$ cat src/rtl/sram_read_demapper_if.sv
// sram_read_demapper_if
// ---------------------
// Bundles the request port, response port, SRAM read port and key-load
// signals of the SRAM read demapper so that they can be passed as one port.
//
// Signals:
//   key_load, key_in          load a new TRNG key (requester side)
//   req_valid, req_ready,     read request handshake and address
//   req_addr
//   sram_re, sram_addr,       SRAM macro read port (enable pulse, address,
//   sram_rdata                masked data returning from the macro)
//   rsp_valid, rsp_ready,     unmasked response handshake and data
//   rsp_data
//   busy                      block is not idle
//
// Modports:
//   slave  - the demapper itself
//   master - the environment around it (requester, consumer, SRAM macro)
interface sram_read_demapper_if #(
    parameter int DATA_WIDTH = 52,
    parameter int TRNG_WIDTH = 32,
    parameter int ADDR_WIDTH = 10
) ();

    logic                  key_load;
    logic [TRNG_WIDTH-1:0] key_in;
    logic                  req_valid;
    logic                  req_ready;
    logic [ADDR_WIDTH-1:0] req_addr;
    logic                  sram_re;
    logic [ADDR_WIDTH-1:0] sram_addr;
    logic [DATA_WIDTH-1:0] sram_rdata;
    logic                  rsp_valid;
    logic                  rsp_ready;
    logic [DATA_WIDTH-1:0] rsp_data;
    logic                  busy;

    modport slave (
        input  key_load,
        input  key_in,
        input  req_valid,
        output req_ready,
        input  req_addr,
        output sram_re,
        output sram_addr,
        input  sram_rdata,
        output rsp_valid,
        input  rsp_ready,
        output rsp_data,
        output busy
    );

    modport master (
        output key_load,
        output key_in,
        output req_valid,
        input  req_ready,
        output req_addr,
        input  sram_re,
        input  sram_addr,
        output sram_rdata,
        input  rsp_valid,
        output rsp_ready,
        input  rsp_data,
        input  busy
    );

endinterface

$ cat src/rtl/sram_read_demapper.sv
// sram_read_demapper
// ------------------
// Read-side counterpart of the TRNG write mapper. Accepts one read request,
// issues a single SRAM read, XORs the returned word with the key-derived mask
// and presents the plaintext on a valid/ready response port. One request is
// in flight at a time; the minimum issue interval is READ_LATENCY+3 cycles.
//
// Ports:
//   clk    system clock, rising edge
//   rst_n  asynchronous active-low reset
//   bus    sram_read_demapper_if.slave: key load, request handshake,
//          SRAM read port, response handshake, busy flag
//
// Parameters:
//   DATA_WIDTH    width of the stored/returned word
//   TRNG_WIDTH    width of the TRNG key
//   ADDR_WIDTH    SRAM address width
//   READ_LATENCY  cycles from the sram_re-high cycle to valid sram_rdata
//                 (legal range 1..15, fits the 4-bit latency counter)
module sram_read_demapper #(
    parameter int DATA_WIDTH   = 52,
    parameter int TRNG_WIDTH   = 32,
    parameter int ADDR_WIDTH   = 10,
    parameter int READ_LATENCY = 1
) (
    input logic                  clk,
    input logic                  rst_n,
    sram_read_demapper_if.slave  bus
);

    localparam logic [1:0] ST_IDLE = 2'd0;
    localparam logic [1:0] ST_WAIT = 2'd1;
    localparam logic [1:0] ST_RESP = 2'd2;

    logic [1:0]            state_q;
    logic [1:0]            state_d;
    logic [TRNG_WIDTH-1:0] key_q;
    logic [DATA_WIDTH-1:0] mask_q;
    logic [3:0]            cnt_q;
    logic                  req_ready_q;
    logic                  sram_re_q;
    logic [ADDR_WIDTH-1:0] sram_addr_q;
    logic                  rsp_valid_q;
    logic [DATA_WIDTH-1:0] rsp_data_q;
    logic                  busy_q;
    logic                  accept;
    logic                  capture;

    // Repeat the key across the data word; the last partial chunk takes the
    // key LSBs. Must stay bit-identical to the write mapper's expansion.
    function automatic logic [DATA_WIDTH-1:0] expand_key(input logic [TRNG_WIDTH-1:0] k);
        logic [DATA_WIDTH-1:0] m;
        m = '0;
        for (int i = 0; i < DATA_WIDTH; i++) begin
            m[i] = k[i % TRNG_WIDTH];
        end
        return m;
    endfunction

    // Gating acceptance on the registered req_ready keeps the block deaf
    // during the first cycle after reset release.
    assign accept  = (state_q == ST_IDLE) && req_ready_q && bus.req_valid;

    // The counter is loaded with READ_LATENCY at acceptance, so it reaches
    // zero exactly in the cycle where sram_rdata is valid.
    assign capture = (state_q == ST_WAIT) && (cnt_q == 4'd0);

    // Next-state decode for the single-outstanding-request FSM.
    always_comb begin
        state_d = state_q;
        case (state_q)
            ST_IDLE: if (accept)        state_d = ST_WAIT;
            ST_WAIT: if (capture)       state_d = ST_RESP;
            ST_RESP: if (bus.rsp_ready) state_d = ST_IDLE;
            default:                    state_d = ST_IDLE;
        endcase
    end

    // All outputs are flops decoded from the next state so nothing
    // combinational reaches the ports.
    always_ff @(posedge clk or negedge rst_n) begin
        if (!rst_n) begin
            state_q     <= ST_IDLE;
            req_ready_q <= 1'b0;
            busy_q      <= 1'b0;
            rsp_valid_q <= 1'b0;
            sram_re_q   <= 1'b0;
            sram_addr_q <= '0;
        end else begin
            state_q     <= state_d;
            req_ready_q <= (state_d == ST_IDLE);
            busy_q      <= (state_d != ST_IDLE);
            rsp_valid_q <= (state_d == ST_RESP);
            sram_re_q   <= accept;
            if (accept) begin
                sram_addr_q <= bus.req_addr;
            end
        end
    end

    // Key register and per-request mask snapshot. The snapshot reads the key
    // register before any same-cycle key_load lands, so a racing load only
    // affects the following request, and loads during WAIT/RESP never touch
    // the word in flight.
    always_ff @(posedge clk or negedge rst_n) begin
        if (!rst_n) begin
            key_q  <= '0;
            mask_q <= '0;
        end else begin
            if (bus.key_load) begin
                key_q <= bus.key_in;
            end
            if (accept) begin
                mask_q <= expand_key(key_q);
            end
        end
    end

    // Latency counter and response capture. rsp_data only changes on the
    // capture edge, so it holds steady through any backpressure in RESP.
    always_ff @(posedge clk or negedge rst_n) begin
        if (!rst_n) begin
            cnt_q      <= '0;
            rsp_data_q <= '0;
        end else begin
            if (accept) begin
                cnt_q <= 4'(READ_LATENCY);
            end else if ((state_q == ST_WAIT) && (cnt_q != 4'd0)) begin
                cnt_q <= cnt_q - 4'd1;
            end
            if (capture) begin
                rsp_data_q <= bus.sram_rdata ^ mask_q;
            end
        end
    end

    assign bus.req_ready = req_ready_q;
    assign bus.sram_re   = sram_re_q;
    assign bus.sram_addr = sram_addr_q;
    assign bus.rsp_valid = rsp_valid_q;
    assign bus.rsp_data  = rsp_data_q;
    assign bus.busy      = busy_q;

endmodule

$ cat src/flat_wrapper.sv
// flat-port wrapper written by rule: the top's interface ports become plain ports
module sram_read_demapper_flat 
#(
    parameter int DATA_WIDTH   = 52,
    parameter int TRNG_WIDTH   = 32,
    parameter int ADDR_WIDTH   = 10,
    parameter int READ_LATENCY = 1
)
  (clk, rst_n, bus_key_load, bus_key_in, bus_req_valid, bus_req_ready, bus_req_addr, bus_sram_re, bus_sram_addr, bus_sram_rdata, bus_rsp_valid, bus_rsp_ready, bus_rsp_data, bus_busy);
  sram_read_demapper_if #(.DATA_WIDTH(DATA_WIDTH), .TRNG_WIDTH(TRNG_WIDTH), .ADDR_WIDTH(ADDR_WIDTH)) bus_i ();
  input logic clk;
  input logic rst_n;
  input wire logic [$bits(bus_i.key_load)-1:0] bus_key_load;
  input wire logic [$bits(bus_i.key_in)-1:0] bus_key_in;
  input wire logic [$bits(bus_i.req_valid)-1:0] bus_req_valid;
  output wire logic [$bits(bus_i.req_ready)-1:0] bus_req_ready;
  input wire logic [$bits(bus_i.req_addr)-1:0] bus_req_addr;
  output wire logic [$bits(bus_i.sram_re)-1:0] bus_sram_re;
  output wire logic [$bits(bus_i.sram_addr)-1:0] bus_sram_addr;
  input wire logic [$bits(bus_i.sram_rdata)-1:0] bus_sram_rdata;
  output wire logic [$bits(bus_i.rsp_valid)-1:0] bus_rsp_valid;
  input wire logic [$bits(bus_i.rsp_ready)-1:0] bus_rsp_ready;
  output wire logic [$bits(bus_i.rsp_data)-1:0] bus_rsp_data;
  output wire logic [$bits(bus_i.busy)-1:0] bus_busy;
  assign bus_i.key_load = bus_key_load;
  assign bus_i.key_in = bus_key_in;
  assign bus_i.req_valid = bus_req_valid;
  assign bus_req_ready = bus_i.req_ready;
  assign bus_i.req_addr = bus_req_addr;
  assign bus_sram_re = bus_i.sram_re;
  assign bus_sram_addr = bus_i.sram_addr;
  assign bus_i.sram_rdata = bus_sram_rdata;
  assign bus_rsp_valid = bus_i.rsp_valid;
  assign bus_i.rsp_ready = bus_rsp_ready;
  assign bus_rsp_data = bus_i.rsp_data;
  assign bus_busy = bus_i.busy;
  sram_read_demapper #(.DATA_WIDTH(DATA_WIDTH), .TRNG_WIDTH(TRNG_WIDTH), .ADDR_WIDTH(ADDR_WIDTH), .READ_LATENCY(READ_LATENCY)) u_core (.clk(clk), .rst_n(rst_n), .bus(bus_i));
endmodule
$ cat config.mk
export PLATFORM = sky130hd
export DESIGN_NAME = sram_read_demapper_flat
export DESIGN_NICKNAME = d
export VERILOG_FILES = /design/src/rtl/sram_read_demapper_if.sv /design/src/rtl/sram_read_demapper.sv /design/src/flat_wrapper.sv
export SDC_FILE = /design/constraint.sdc
export NUM_CORES = 1
export LEC_CHECK = 0
export ABC_AREA = 1
export BUFFER_PORTS_ARGS = -buffer_cell sky130_fd_sc_hd__buf_2
export CAP_MARGIN = 0
export CORE_ASPECT_RATIO = 0.8
export CORE_MARGIN = 2
export CORE_UTILIZATION = 51
export DETAILED_ROUTE_END_ITERATION = 7
export PLACE_DENSITY = 0.85
export RECOVER_POWER = 25
export SYNTH_ARGS = -nofsm -noshare
export SYNTH_HDL_FRONTEND = slang
export SYNTH_SLANG_ARGS = --single-unit
$ cat constraint.sdc
create_clock -name clk -period 1.65 [get_ports clk]
set_clock_uncertainty 0.2 [all_clocks]
set_input_delay 0 -clock clk [delete_from_list [all_inputs] [get_ports clk]]
set_output_delay 0 -clock clk [all_outputs]
set_load 0.03 [all_outputs]
; After elaboration in Yosys (flattened, before gate mapping)
; Index checks and enable logic that the tools add are counted.
[classes]
addsub = 1
n_mul = 0
div_mod_pow = 0
order_cmp = 0
n_eq_ne = 3
n_shift = 0
n_mux = 6
bitwise_logic = 1
n_reduce_logical = 10
[ops]
columns = cell, n
row1 = $xor 52x52->52, 1
row2 = $mux 4, 2
row3 = $mux 2, 3
row4 = $pmux 2 s3, 1
row5 = $eq 2x2->1 const B, 2
row6 = $logic_and 1x1->1, 4
row7 = $logic_not 2->1, 2
row8 = $logic_not 4->1, 1
row9 = $reduce_bool 2->1, 2
row10 = $reduce_bool 4->1, 1
row11 = $sub 4x1->4 const B, 1
row12 = $eq 2x1->1 const B, 1
[totals]
reg_bits = 156
latch_bits = 0
ramBits = 0
romBits = 0
in_bits = 99
output_inout_bits = 66
mem_count = 0

; Logic depth before layout (Yosys ltp)
[depth]
ltp_word = 6
ltp_mapped = 8
ltp_nobuf = 7

; Least setup slack after synthesis
; No wires, ideal clock.
[synth_path]
kind = register to register
startpoint = register u_core.cnt_q[0]
endpoint = register u_core.rsp_data_q[28] (netlist: u_core.bus.rsp_data[28])
setup_time_ns = 0.130
arrival_ns = 1.162
setup_slack_ns = 0.158
stages_incl_launch_ff = 8
n_path_buf = 2
period_less_slack_ns = 1.492
path_cell_list = dfrtp_1 inv_1 ha_1 nand3_2 buf_6 buf_6 nand2_1 o21ai_1
[synth_via]
elab_chain_cells = 2
[synth_rtl]
columns = element, line_no
row1 = "start, declared", sram_read_demapper.sv:39  ; logic [3:0] cnt_q;
row2 = "start signal, assigned", sram_read_demapper.sv:127  ; cnt_q <= 4'(READ_LATENCY);
row3 = "start signal, assigned", sram_read_demapper.sv:129  ; cnt_q <= cnt_q - 4'd1;
row4 = $logic_not 4->1, sram_read_demapper.sv:66  ; assign capture = (state_q == ST_WAIT) && (cnt_q == 4'd0);
row5 = $logic_and 1x1->1, sram_read_demapper.sv:66
row6 = "end signal, assigned", sram_read_demapper.sv:132  ; rsp_data_q <= bus.sram_rdata ^ mask_q;
row7 = "end, declared", sram_read_demapper.sv:44  ; logic [DATA_WIDTH-1:0] rsp_data_q;
; No other way between the ends.
; A chain may end at the register's enable or synchronous reset.

==> impl_metrics.json <==
{
  "cts_sinks": 136,
  "num_vias": 5174,
  "root_buffer": "clkbuf_16",
  "die_h_um": 96.6,
  "synth_xor_area_frac": 0.0848,
  "hpwl_um": 8580,
  "antenna_found_initial": 0,
  "maxSlewHeadroom": 0.707,
  "syn_inst": 549,
  "setup_viol": 0,
  "dieArea_sq_um": 11600,
  "cts_tree": "yes",
  "hold_viol": 0,
  "placed_cells": 838,
  "hold_class": "input port to flop",
  "seqCellArea_sq_um": 3400,
  "gp_congestion": 0.791,
  "drv_slew": 0,
  "drt-pass1-iter-count": 5,
  "ios": 165,
  "end_kind": "flop",
  "nFillCells": 622,
  "r2r_start": "u_core.cnt_q[1]$_DFFE_PN0P_",
  "yosys-top-cells-count": "nand2_1, dfrtp_1, o21ai_0",
  "period_needed_ns": 1.62,
  "cts_buffer_depth": 2,
  "viasPerCell": 5.23,
  "async_flop_share": 1.00,
  "netlist_area_sq_um": 5470,
  "synth-compound-area-share": 0.110,
  "p_leak_nw": 3.97,
  "timing.final.ws_setup_ns": 0.0305,
  "drive_above_1_share": 0.194,
  "multiInputGateArea_sq_um": 1790,
  "cp.arrival_ns": 1.66,
  "dp_slack_ns": 0.106,
  "syn_avg_cell_area_sq_um": 9.97,
  "worstMarginPinSlew_ns": 0.442,
  "hold_path_end": "u_core.bus.sram_addr[6]$_DFFE_PN0P_",
  "synth_top_family_by_area": "simple AND/OR/NAND/NOR gates",
  "worstReg2RegEnd": "u_core.bus.rsp_data[38]$_DFFE_PN0P_",
  "rsz0062_at_grt": "false",
  "outcome": "complete, no violations",
  "power_density_nw_per_um2": 1890,
  "worstHoldStart": "bus_req_addr[6]",
  "crit_top_cell": "dlygate4sd3_1",
  "whs_path_depth": 4,
  "netlist_top_cells_area": "dfrtp_1, nand2_1, xnor2_1, o21ai_0, o21ai_1",
  "path_cells": "dlygate4sd3_1, clkbuf_4, nand2_1, dlygate4sd3_1, o21ai_0",
  "clkTransAtPathRegs_ns": 0.06,
  "rrSetupSlack_ns": 0.08,
  "drtIter0Drc": 382,
  "overflow": 0,
  "path_delay_family": "buffers and inverters",
  "synth_nets": 650,
  "tns_ns": 0,
  "worst-setup-path-type": "input port to flop",
  "ys_seq_elements": 136,
  "synth_edf_count": 0,
  "synth_top_area_share": 0.622,
  "yosysSeqAreaShare": 0.622,
  "clock_latency_ns": 0.41,
  "fin_crit_sh": 0.981,
  "cts_max_level": 4,
  "grt_pass1_wl_um": 25500,
  "antenna_cells": 0,
  "drc": 0,
  "syn2layout_area_growth_pct": 51.3,
  "synthAdderAreaFrac": 0.00457,
  "path_buf_inv": 3,
  "routedWlPerCell_um": 17.6,
  "fin_nets": 937,
  "grt_pass1_vias": 5188,
  "die_w_um": 120,
  "maxCapViolations": 0,
  "max_freq_mhz": 617,
  "grt_max_degree": 65,
  "initial_utilization": 0.528,
  "yosysWarnings": 0,
  "whs_ns": 0.127,
  "synth.distinct_cells": 19,
  "grt_use_total": 0.284,
  "ir_worst_vdd_mv": 1.03,
  "routed_wl_um": 17400,
  "slowest_stage": "dlygate4sd3_1",
  "critPathMaxFanout": 23,
  "synth.most_common_cell": "nand2_1",
  "instances_no_fill": 989,
  "yosys.area.top_type": "dfrtp_1",
  "startpoint_type": "input port",
  "crit_required_ns": 1.70,
  "synthFlopType": "dfrtp_1",
  "synth-simple-area-share": 0.123,
  "port_buffers": 164,
  "coreArea_sq_um": 10400,
  "cts-buffers-inserted": 17,
  "rows": 33,
  "worstRegToRegCells": 7,
  "ant_nets": 0,
  "slowest_delay_ns": 0.57,
  "yosys-mux-area-fraction": 0
}
cell type report:
cell class	instances	share of cell area
Clock buffer	18	0.0518
Clock inverter	14	0.0183
Multi-Input combinational cell	345	0.216
Sequential cell	136	0.411
Inverter	41	0.0186
Tap cell	140	0.0212
Timing Repair Buffer	295	0.263
worst max-delay path by stage:
stage,from,end,cells past startpoint
final,bus_key_load,u_core.key_q[15]$_DFFE_PN0P_,5
after global placement,u_core.cnt_q[1]$_DFFE_PN0P_,u_core.bus.busy$_DFF_PN0_,7
after floorplan,u_core.cnt_q[0]$_DFFE_PN0P_,u_core.bus.rsp_data[28]$_DFFE_PN0P_,7
after detailed placement,u_core.cnt_q[1]$_DFFE_PN0P_,u_core.bus.busy$_DFF_PN0_,7
after global routing,u_core.cnt_q[0]$_DFFE_PN0P_,u_core.bus.rsp_data[38]$_DFFE_PN0P_,7
after CTS,u_core.cnt_q[1]$_DFFE_PN0P_,u_core.bus.busy$_DFF_PN0_,7
flip-flops by register name, indices dropped and copies added (netlist names):
register / flops
u_core.bus.sram_addr: 10
u_core.bus.rsp_valid: 1
u_core.bus.rsp_data: 52
u_core.bus.busy: 1
u_core.state_q: 2
u_core.bus.req_ready: 1
u_core.cnt_q: 4
u_core.bus.sram_re: 1
u_core.key_q: 32
u_core.mask_q: 32
what timing repair did:
item,CTS,global route
endpoints found under the setup margin,0,22
endpoints found under the hold margin,242,0
resized for setup,0,8
setup buffers,0,2
hold buffers,110,0
tightest hold or removal path: cells and delay by family:
family | cells | cell delay [ns]
buffers and inverters | 2 | 0.60
AND/OR/NAND/NOR | 2 | 0.09
metrics by stage:
stage,cell area (sq um),power [W],utilization
2_1_floorplan,5470,0.00934,-
3_3_place_gp,6470,0.0108,0.624
3_5_place_dp,6470,0.0111,0.624
4_1_cts,8150,0.0150,0.787
5_1_grt,8280,0.0164,0.799
6_report,8280,0.0156,0.799
cell families (layout without fill, tap and decap cells):
| kind of cell | after synthesis | in the layout |
|---|---|---|
| buffers and inverters | 68 | 368 |
| AOI/OAI and AO/OA | 118 | 118 |
| adders and majority gates | 2 | 2 |
| and+or+nand+nor | 172 | 172 |
| DFF | 136 | 136 |
| xor gates and xnor gates | 53 | 53 |
layout by cell type, fill, tap and decap left out:
cell type	count
xnor2_1	52
clkbuf_16	23
o21ai_2	3
buf_2	100
nor2_1	3
nand2_1	158
clkinv_4	3
dfrtp_1	136
nor2_2	1
buf_16	1
inv_2	2
nand3_2	1
bufinv_16	2
clkinv_2	2
clkbuf_1	63
nand3_1	6
buf_4	9
clkbuf_4	2
nand2_2	1
nand3_4	1
buf_12	3
inv_6	2
inv_1	39
o21ai_0	76
ha_4	1
nor2_4	1
dlygate4sd3_1	110
o21ai_1	39
buf_6	2
ha_1	1
xor2_1	1
clkinvlp_4	5
per-layer routing:
metal / global-route usage / share of wire / vias to the layer above
met5: 0 / 0 / -
met4: 0.121 / 0.036 / 0
met3: 0.0790 / 0.064 / 64
met2: 0.502 / 0.52 / 266
met1: 0.323 / 0.38 / 2533
li1: - / - / 2311
report_power, final:
group	switching [W]	total (W)	internal, W
Clock	0.00149	0.00372	0.00223
Sequential	0.000962	0.00560	0.00463
Combinational	0.00415	0.00629	0.00215
Total	0.00660	0.0156	0.00901
Note: power is estimated with default switching activity, not from simulation.
